## src/rtl/ultrasonic_detector.sv

```systemverilog
// HC-SR04 initiator: periodic trigger, echo width measurement and near-object pulse.
// All outputs are registered; the echo pin is resynchronised before use.
module ultrasonic_detector #(
    parameter int unsigned TRIG_CYCLES    = 500,
    parameter int unsigned PERIOD_CYCLES  = 3000000,
    parameter int unsigned TIMEOUT_CYCLES = 1500000,
    parameter int unsigned THRESH_CYCLES  = 29000,
    parameter int unsigned W              = 22
) (
    input  logic         clk,
    input  logic         rst,
    input  logic         echo,
    output logic         trig,
    output logic         aux,
    output logic [W-1:0] echo_width,
    output logic         valid,
    output logic         timeout
);

    localparam longint unsigned MAX_COUNT =
        (PERIOD_CYCLES > TIMEOUT_CYCLES) ? 64'(PERIOD_CYCLES) : 64'(TIMEOUT_CYCLES);

    // Counters never saturate, so W must be wide enough for both period and timeout.
    if ((64'd1 << W) <= MAX_COUNT) begin : g_width_check
        $error("ultrasonic_detector: W too narrow for PERIOD_CYCLES/TIMEOUT_CYCLES");
    end

    typedef enum logic [2:0] {
        S_IDLE,
        S_TRIG,
        S_WAIT_RISE,
        S_MEASURE,
        S_DONE
    } state_t;

    state_t         state;
    state_t         state_nxt;
    logic [W-1:0]   cnt;
    logic [W-1:0]   cnt_nxt;
    logic [W-1:0]   pcnt;
    logic [W-1:0]   width_nxt;
    logic           echo_m;
    logic           echo_s;
    logic           echo_d;
    logic           trig_nxt;
    logic           aux_nxt;
    logic           valid_nxt;
    logic           timeout_nxt;
    logic           start_c;
    logic           rise_c;
    logic           fall_c;

    assign start_c = (pcnt == W'(PERIOD_CYCLES - 1));
    assign rise_c  = echo_s & ~echo_d;
    assign fall_c  = ~echo_s & echo_d;

    // Echo synchroniser, edge-history flop and free-running period counter.
    always_ff @(posedge clk) begin
        if (!rst) begin
            echo_m <= 1'b0;
            echo_s <= 1'b0;
            echo_d <= 1'b0;
            pcnt   <= '0;
        end else begin
            echo_m <= echo;
            echo_s <= echo_m;
            echo_d <= echo_s;
            pcnt   <= start_c ? '0 : pcnt + W'(1);
        end
    end

    // State, measurement counter and registered outputs.
    always_ff @(posedge clk) begin
        if (!rst) begin
            state      <= S_IDLE;
            cnt        <= '0;
            trig       <= 1'b0;
            aux        <= 1'b0;
            valid      <= 1'b0;
            timeout    <= 1'b0;
            echo_width <= '0;
        end else begin
            state      <= state_nxt;
            cnt        <= cnt_nxt;
            trig       <= trig_nxt;
            aux        <= aux_nxt;
            valid      <= valid_nxt;
            timeout    <= timeout_nxt;
            echo_width <= width_nxt;
        end
    end

    // Next-state and next-output logic.
    always_comb begin
        state_nxt   = state;
        cnt_nxt     = cnt;
        trig_nxt    = 1'b0;
        aux_nxt     = 1'b0;
        valid_nxt   = 1'b0;
        timeout_nxt = 1'b0;
        width_nxt   = echo_width;

        case (state)
            S_IDLE: begin
                if (start_c) begin
                    state_nxt = S_TRIG;
                    cnt_nxt   = '0;
                    trig_nxt  = 1'b1;
                end
            end
            S_TRIG: begin
                if (cnt == W'(TRIG_CYCLES - 1)) begin
                    state_nxt = S_WAIT_RISE;
                    cnt_nxt   = '0;
                end else begin
                    cnt_nxt  = cnt + W'(1);
                    trig_nxt = 1'b1;
                end
            end
            S_WAIT_RISE: begin
                if (rise_c) begin
                    state_nxt = S_MEASURE;
                    cnt_nxt   = W'(1);
                end else if (cnt == W'(TIMEOUT_CYCLES - 1)) begin
                    state_nxt   = S_IDLE;
                    cnt_nxt     = '0;
                    timeout_nxt = 1'b1;
                end else begin
                    cnt_nxt = cnt + W'(1);
                end
            end
            S_MEASURE: begin
                // Timeout fires on the sample that would bring the width to TIMEOUT_CYCLES.
                if (fall_c) begin
                    state_nxt = S_DONE;
                end else if (echo_s) begin
                    if (cnt == W'(TIMEOUT_CYCLES - 1)) begin
                        state_nxt   = S_IDLE;
                        cnt_nxt     = '0;
                        timeout_nxt = 1'b1;
                    end else begin
                        cnt_nxt = cnt + W'(1);
                    end
                end
            end
            S_DONE: begin
                state_nxt = S_IDLE;
                cnt_nxt   = '0;
                width_nxt = cnt;
                valid_nxt = 1'b1;
                aux_nxt   = (cnt < W'(THRESH_CYCLES));
            end
            default: begin
                state_nxt = S_IDLE;
                cnt_nxt   = '0;
            end
        endcase
    end

endmodule

```

## config.mk

```make
export PLATFORM = sky130hd
export DESIGN_NAME = ultrasonic_detector
export DESIGN_NICKNAME = d
export VERILOG_FILES = /design/src/rtl/ultrasonic_detector.sv
export SDC_FILE = /design/constraint.sdc
export NUM_CORES = 1
export LEC_CHECK = 0
export ABC_AREA = 1
export BUFFER_PORTS_ARGS = -buffer_cell sky130_fd_sc_hd__buf_2
export CORE_MARGIN = 5
export CORE_UTILIZATION = 32
export DETAILED_ROUTE_END_ITERATION = 7
export PLACE_DENSITY = 0.61
export SLEW_MARGIN = 40
export SYNTH_ARGS = -nofsm -noshare
export SYNTH_HDL_FRONTEND = slang
export SYNTH_SLANG_ARGS = --single-unit
```

## constraint.sdc

```tcl
create_clock -name clk -period 1.8 [get_ports clk]
set_input_delay 0.09 -clock clk [delete_from_list [all_inputs] [get_ports clk]]
set_output_delay 0.09 -clock clk [all_outputs]
set_load 0.03 [all_outputs]
```

==> summary.txt, run 1 <==
Vias after detailed routing: 3,687
# rows: 40
Final RePlAce weighted congestion: 0.889
Path type of the worst setup path: register to register
Worst Tran Pin Value: 0.490 ns
Highest routed layer: met4
Die area: 0.0143 mm2
P_leak: 1.92 nW
Core ar.: 0.0119 mm2
Synth warn: 0
First-pass GRT wire length: 16,800 um
HPWL after DPL: 7410 um
Syn Area/Cell: 6.85 um2
Met3 wire len: 504 um
Fill cells: 1,222
Final period util: 97.9%
Worst-Skew Late Latency: 0.34 ns
Synthesized cell area: 0.00383 mm2
Largest family of logic cells by synthesized area: simple AND/OR/NAND/NOR gates
Final hold violation count: 0
CTS root buf: clkbuf_16
Pwr per Cell Area: 772 mW/mm2
Synth Net Count: 564
Final #Nets: 619
Xor and xnor area share after synthesis: 2.06%
Initial Util: 32.3%
Synth cell types: 35
FFs w/ async S/R, synth: 0%
CP Launch Type: register
Fin crit period: 1.76 ns
Max VDD drop: 0.456 mV
Total congestion overflow: 0
Post-synth EDFFs: 0
Routed vias/inst: 4.83
Syn Inst Count: 559
Hold slack: 0.169 ns
Antenna Nets Post-Route: 0
Compound-Gate Fraction of Synth Area: 12.8%
Critical path arrival: 1.99 ns
Final setup fails: 0
Largest net degree at the start of global routing: 33
Most common cell after layout, fill and taps aside: nand2_1
Critical path's slowest cell: dfxtp_2
Cell repeated most along the worst path: nand2_4
Crit path max-delay family: simple AND/OR/NAND/NOR gates
Most frequent cells in the layout: nand2_1 (121), nor2_1 (77), dfxtp_1 (74), inv_1 (59), a21oi_1 (43)
RSZ-0062 raised after global routing: yes
Port Buffers: 28
Vias in the first global route: 3,574
# diodes: 0
Crit. End Element: register
DR WL met2: 4550 um
H-tree depth: 3
Cells along the critical path: ha_4 > nand2_4 > nor2_4 > nand2_4 > nor2_4 > nand3_4 > nand2_4 > buf_6 > nand4_1 > a21oi_2 > nor2_1
CP peak stage delay: 0.35 ns
Final wirelength: 9980 um
Total track usage: 14.4%
Wl on met1: 4770 um
Data required, critical path: 2.03 ns
Clock Tree Buf Depth: 2
Setup Skew: 0.0105 ns
Fin util: 39.5%
Min-delay worst type: input pin to register
Mux contribution to synthesized area: 0%
Share of layout cells above drive strength 1: 20.9%
Final Max Slew Viols: 0
Sequential share of the synthesized area: 39.7%
Die H: 119 um
Worst-path fanout max: 5
Max Fclk: 568 MHz
#FFs+latches synth: 76
I/O pin cnt: 29
Cell area after placement: 0.00425 mm2
Number of buffers created by CTS: 9
Max cap viols: 0
Finished Cell Area: 0.00468 mm2
Post-synth top flop: dfxtp_1
Clock Sinks: 76
Setup_tns: 0 ns
Outcome: completed
Drt pass-1 iters: 5
Initial antenna violation count: 0
CP bufs+invs: 1
Initial DRC count: 221
Drt wl/cell: 13.1 um
Die Span X: 119 um
Area Overhead vs Synth: 22.2%
Worst-path clk slew: 0.06 ns
CTS tree: done
Relative slew slack: 66.9%
Adder-cell share of the synthesized area: 0.654%
Synth Area in Simple Gates: 35.8%
Drc violations: 0
## Yosys cell counts (4+ instances only)
cell / count / share of area, %
nor2_4: 4 / 1.2
inv_2: 6 / 0.59
nand2_1: 122 / 12
nor2_1: 83 / 8.1
nand3_1: 38 / 5.0
dfxtp_1: 76 / 40
o21ai_2: 5 / 1.1
a21oi_1: 46 / 6.0
nand2_2: 6 / 0.98
nor3_1: 9 / 1.2
buf_2: 6 / 0.78
nor2_2: 10 / 1.6
xor2_1: 6 / 1.4
nand4_1: 15 / 2.5
clkbuf_1: 7 / 0.69
o21ai_0: 29 / 3.8
inv_1: 60 / 5.9
## flip-flops by register name, summed over array words and instances (netlist names)
name and cells:
valid 1, echo_width 22, echo_m 1, pcnt 22, trig 1, aux 1
cnt 22, timeout 1, state 3, echo_s 1, echo_d 1
## power breakdown
group          internal (W)  switching, W  total, W  leakage [nW]
sequential          0.00170     0.0000144   0.00171         0.614
combinational      0.000108      0.000179  0.000288          1.18
clock              0.000953      0.000662   0.00162         0.125
## cells by family (layout without fill, tap and decap cells)
family | Yosys count | after routing
adder cells (fa/ha/maj) | 2 | 2
AND/OR/NAND/NOR | 301 | 301
AO/OA/AOI/OAI | 88 | 88
flip-flops | 76 | 76
buffers and inverters | 83 | 141
XOR/XNOR | 9 | 9
## stage by stage
stage	power [W]	setup slack [ns]	std cells
floorplan	0.00191	0.155	559
global placement	0.00197	0.0652	743
detailed placement	0.00198	0.0195	743
CTS	0.00360	0.00702	758
global route	0.00376	-0.103	764
finish	0.00361	0.0382	764
## layer usage
metal	GRT usage, %	vias to the layer above
met5	0	-
met4	5.01	0
met3	3.18	14
met2	22.9	86
met1	19.1	1679
li1	-	1908
## what timing repair did
item                                    in CTS  in global routing
endpoints found under the hold margin        1                  0
endpoints found under the setup margin       0                 40
hold buffers                                 1                  0
resized for setup                            0                 26
setup buffers                                0                  6
## final timing paths
check	from	endpoint	slack (ns)	depth (start not counted)
worst max register to register	pcnt[1]	cnt[7]	0.04	11
worst min-delay path	rst	state[0]	0.17	3
worst max-delay path	pcnt[1]	cnt[7]	0.04	11
worst min register to register	echo_m	echo_s	0.41	2
## worst register-to-register path: cells and delay by family, from the launching register on
family,cells,cell delay [ns]
compound gates,1,0.16
fa+ha+maj,1,0.15
buf+inv,1,0.13
flops,1,0.35
simple gates,8,0.87
## cell type report
type,count,area (um2),area share (%)
multi-input cells,400,2050,43.8
flip-flops and latches,76,1520,32.6
repair buffers,60,410,8.77
inverters,67,251,5.37
clock buffers,12,246,5.27
well taps,147,184,3.93
clock inverters,2,12.5,0.267
(Power assumes the default switching activity.)
==> run 2: changes to the inputs <==
Settings changed: ABC_AREA 1 to 0.
==> summary.txt, run 2 <==
Worst-Skew Late Latency: 0.36 ns (+0.02 ns)
Internal Power: 0.00250 W (-9.3%)
Max Fclk: 508 MHz (-11%)
Cell area after placement: 0.00436 mm2 (+2.6%)
Fin crit period: 1.97 ns (+0.207 ns)
R2r startpoint: pcnt[17]
Drc violations: 0 (unchanged)
Vias in the first global route: 3,082 (-14%)
Largest net degree at the start of global routing: 29 (-12%)
FFs w/ async S/R, synth: 0% (unchanged)
Total track usage: 13.7% (-0.64 points)
#FFs+latches synth: 76 (unchanged)
Count leader, synth: nand2_1
Worst-path fanout max: 12 (+7)
GRT Max-Usage Layer: met2
Switching part of the total: 21.7% (-2.0 points)
CTS root buf: clkbuf_8
Share of layout cells above drive strength 1: 31.7% (+11 points)
Failing checks: setup timing
R2R Path End: cnt[8]
Area Overhead vs Synth: 34.9%
Final wirelength: 8700 um (-13%)
Antenna Nets Post-Route: 0 (unchanged)
Finished Cell Area: 0.00474 mm2 (+1.3%)
CP peak stage delay: 0.56 ns (+0.21 ns)
Initial DRC count: 158 (-29%)
Cell repeated most along the worst path: buf_12
Cells along the critical path: or4_4 > nor4_4 > a211oi_4 > buf_12 > buf_4 > o21ai_2 > buf_12 > nor4_2
Initial Util: 32.6% (+0.29 points)
Final #Nets: 515 (-17%)
Clock share of power: 44.6% (about the same)
Final worst slack: -0.169 ns (-0.207 ns)
H-tree depth: 3 (unchanged)
Vias after detailed routing: 3,217 (-13%)
Final hold violation count: 0 (unchanged)
Global routing usage on met1: 17.0% (-2.1 points)
Routed vias/inst: 4.91 (+1.8%)
Die H: 115 um (-3.8%)
Total congestion overflow: 0 (unchanged)
Setup crit start: pcnt[17]
Final period util: 109% (+11 points)
Post-synth top flop: dfxtp_1
CTS tree: done
Final setup fails: 25 (+25)
Hold Startpoint: rst
Max VDD drop: 0.571 mV (+25%)
Fill cells: 1,052 (-14%)
# diodes: 0 (unchanged)
CP Launch Type: register
Area of the multi-input gates: 0.00203 mm2 (-0.85%)
Synth warn: 0 (unchanged)
Most common cell after layout, fill and taps aside: nand2_1
Largest registers: cnt (22), echo_width (22), pcnt (22)
Setup Skew: 0.0135 ns (+0.00299 ns)
Synthesized cell area: 0.00351 mm2 (-8.2%)
Commonest cells in the netlist: nand2_1 (77), dfxtp_1 (76), nor2_1 (44), a21oi_1 (30), nand3_1 (23)
Seq pwr share: 52.9% (+5.5 points)
Minimum setup slack among reg-to-reg paths: -0.17 ns (-0.21 ns)
Setup_tns: -3.08 ns (-3.08 ns)
Critical path's slowest cell: or4_4
Register area: 0.00153 mm2 (+0.57%)
P_leak: 1.83 nW (-4.6%)
Outcome: complete, but fails checks
Post-synth top area cell: dfxtp_1
Post-synth EDFFs: 0 (unchanged)
Hold Path Sink: echo_m
Relative slew slack: 63.0% (-3.9 points)
I/O pin cnt: 29 (unchanged)
M2 GR Usage: 22.7% (-0.19 points)
Clock Sinks: 76 (unchanged)
Worst-path clk slew: 0.08 ns (+0.02 ns)
Worst Tran Pin Value: 0.549 ns (+0.0590 ns)
Crit. End Element: register
Synth area leaders: dfxtp_1 (43%), nand2_1 (8.2%), nor2_1 (4.7%)
Core ar.: 0.0108 mm2 (-9.0%)
Sequential share of the synthesized area: 43.3% (+3.6 points)
Drt wl/cell: 13.3 um (+1.6%)
Final Max Slew Viols: 0 (unchanged)
Most frequent cells in the layout: nand2_1 (76), dfxtp_1 (71), buf_4 (63), nor2_1 (40), a21oi_1 (29)
R2R depth: 8 (-3)
Data required, critical path: 2.05 ns (+0.02 ns)
HPWL after DPL: 6400 um (-14%)
Number of buffers created by CTS: 9 (unchanged)
Die area: 0.0132 mm2 (-7.5%)
Fin util: 43.9% (+4.5 points)
Max cap viols: 0 (unchanged)
Port Buffers: 28 (unchanged)
# rows: 38 (-5.0%)
Initial antenna violation count: 0 (unchanged)
RSZ-0062 raised after global routing: yes
Clock Tree Buf Depth: 2 (unchanged)
First-pass GRT wire length: 14,600 um (-13%)
Synth Net Count: 423 (-25%)
Drt pass-1 iters: 4 (-1)
Met3 Track Usage GR: 3.68% (+0.50 points)
Path type of the worst setup path: register to register
Final RePlAce weighted congestion: 0.880 (-0.92%)
NetSw: 0.000693 W (-19%)
Syn Area/Cell: 8.41 um2 (+23%)
Die Span X: 115 um (-3.8%)
Synth cell types: 55 (+57%)
Critical path arrival: 2.22 ns (+0.23 ns)
Yosys top cell area share: 43.3% (+3.6 points)
Combinational Power Share: 2.5% (-5.5 points)
Min-delay worst type: input pin to register
Syn Inst Count: 418 (-25%)
Hold-critical path depth: 2 (-1)
Pwr per Cell Area: 674 mW/mm2 (-13%)
-- run 2: changes by cell type after synthesis, moves of 15 or more --
cell     previous run  this run
nor2_1             83        44
nand3_1            38        23
inv_1              60         4
nand2_1           122        77
o21ai_0            29         6
a21oi_1            46        30
-- run 2: cell type report --
type / count / area share [%]
clock buffers: 10 / 2.69
clock inverters: 6 / 1.85
inverters: 4 / 0.317
multi-input cells: 318 / 42.9
flip-flops and latches: 76 / 32.3
well taps: 140 / 3.70
repair buffers: 101 / 16.2
-- run 2: kinds of logic after synthesis --
family | after synthesis | share of synthesized area, %
flip-flops | 76 | 43.3
XOR/XNOR | 29 | 7.23
AO/OA/AOI/OAI | 67 | 12.1
adder cells (fa/ha/maj) | 2 | 0.712
AND/OR/NAND/NOR | 217 | 32.9
buffers and inverters | 24 | 2.95
multiplexers | 3 | 0.854
-- run 2: worst max path at each step --
stage,end,slack [ns],cells past startpoint
global route,cnt[19],-0.25,8
detailed placement,cnt[11],-0.18,8
global placement,cnt[12],-0.12,7
finish,cnt[8],-0.17,8
floorplan,cnt[0],-0.07,5
CTS,cnt[9],-0.19,8
-- run 2: worst max-delay path, delay by kind of cell, from the launching register on --
| kind | cells | cell delay [ns] |
|---|---|---|
| buffers and inverters | 3 | 0.45 |
| AND/OR/NAND/NOR | 3 | 0.80 |
| AO/OA/AOI/OAI | 2 | 0.28 |
| flip-flops | 1 | 0.32 |
-- run 2: through the flow --
step                setup slack, ns  hold slack [ns]  total power (W)  instances
global placement             -0.116            0.305          0.00180        634
finish                       -0.169           0.0887          0.00319        655
floorplan                   -0.0655            0.212          0.00177        418
CTS                          -0.188           0.0680          0.00324        653
detailed placement           -0.176            0.301          0.00180        634
global route                 -0.254           0.0793          0.00331        655
-- run 2: layer usage --
layer	up-vias	wire, um
li1	1642	-
met1	1489	3890
met5	-	0
met4	0	204
met3	20	410
met2	66	4190
-- run 2: timing repair --
item	in CTS	in global routing
setup buffers	2	2
endpoints found under the hold margin	1	0
pin swaps	11	3
setup endpoints to repair	46	46
hold buffers	1	0
gates resized for setup	13	13
-- run 2: power groups by stage --
stage	Sequential (W)	Combinational (W)	Clock [W]
after floorplan	0.00173	0.0000406	0
after global placement	0.00173	0.0000735	0
after detailed placement	0.00173	0.0000754	0
after CTS	0.00169	0.0000800	0.00147
after global routing	0.00169	0.0000883	0.00153
final	0.00169	0.0000802	0.00143
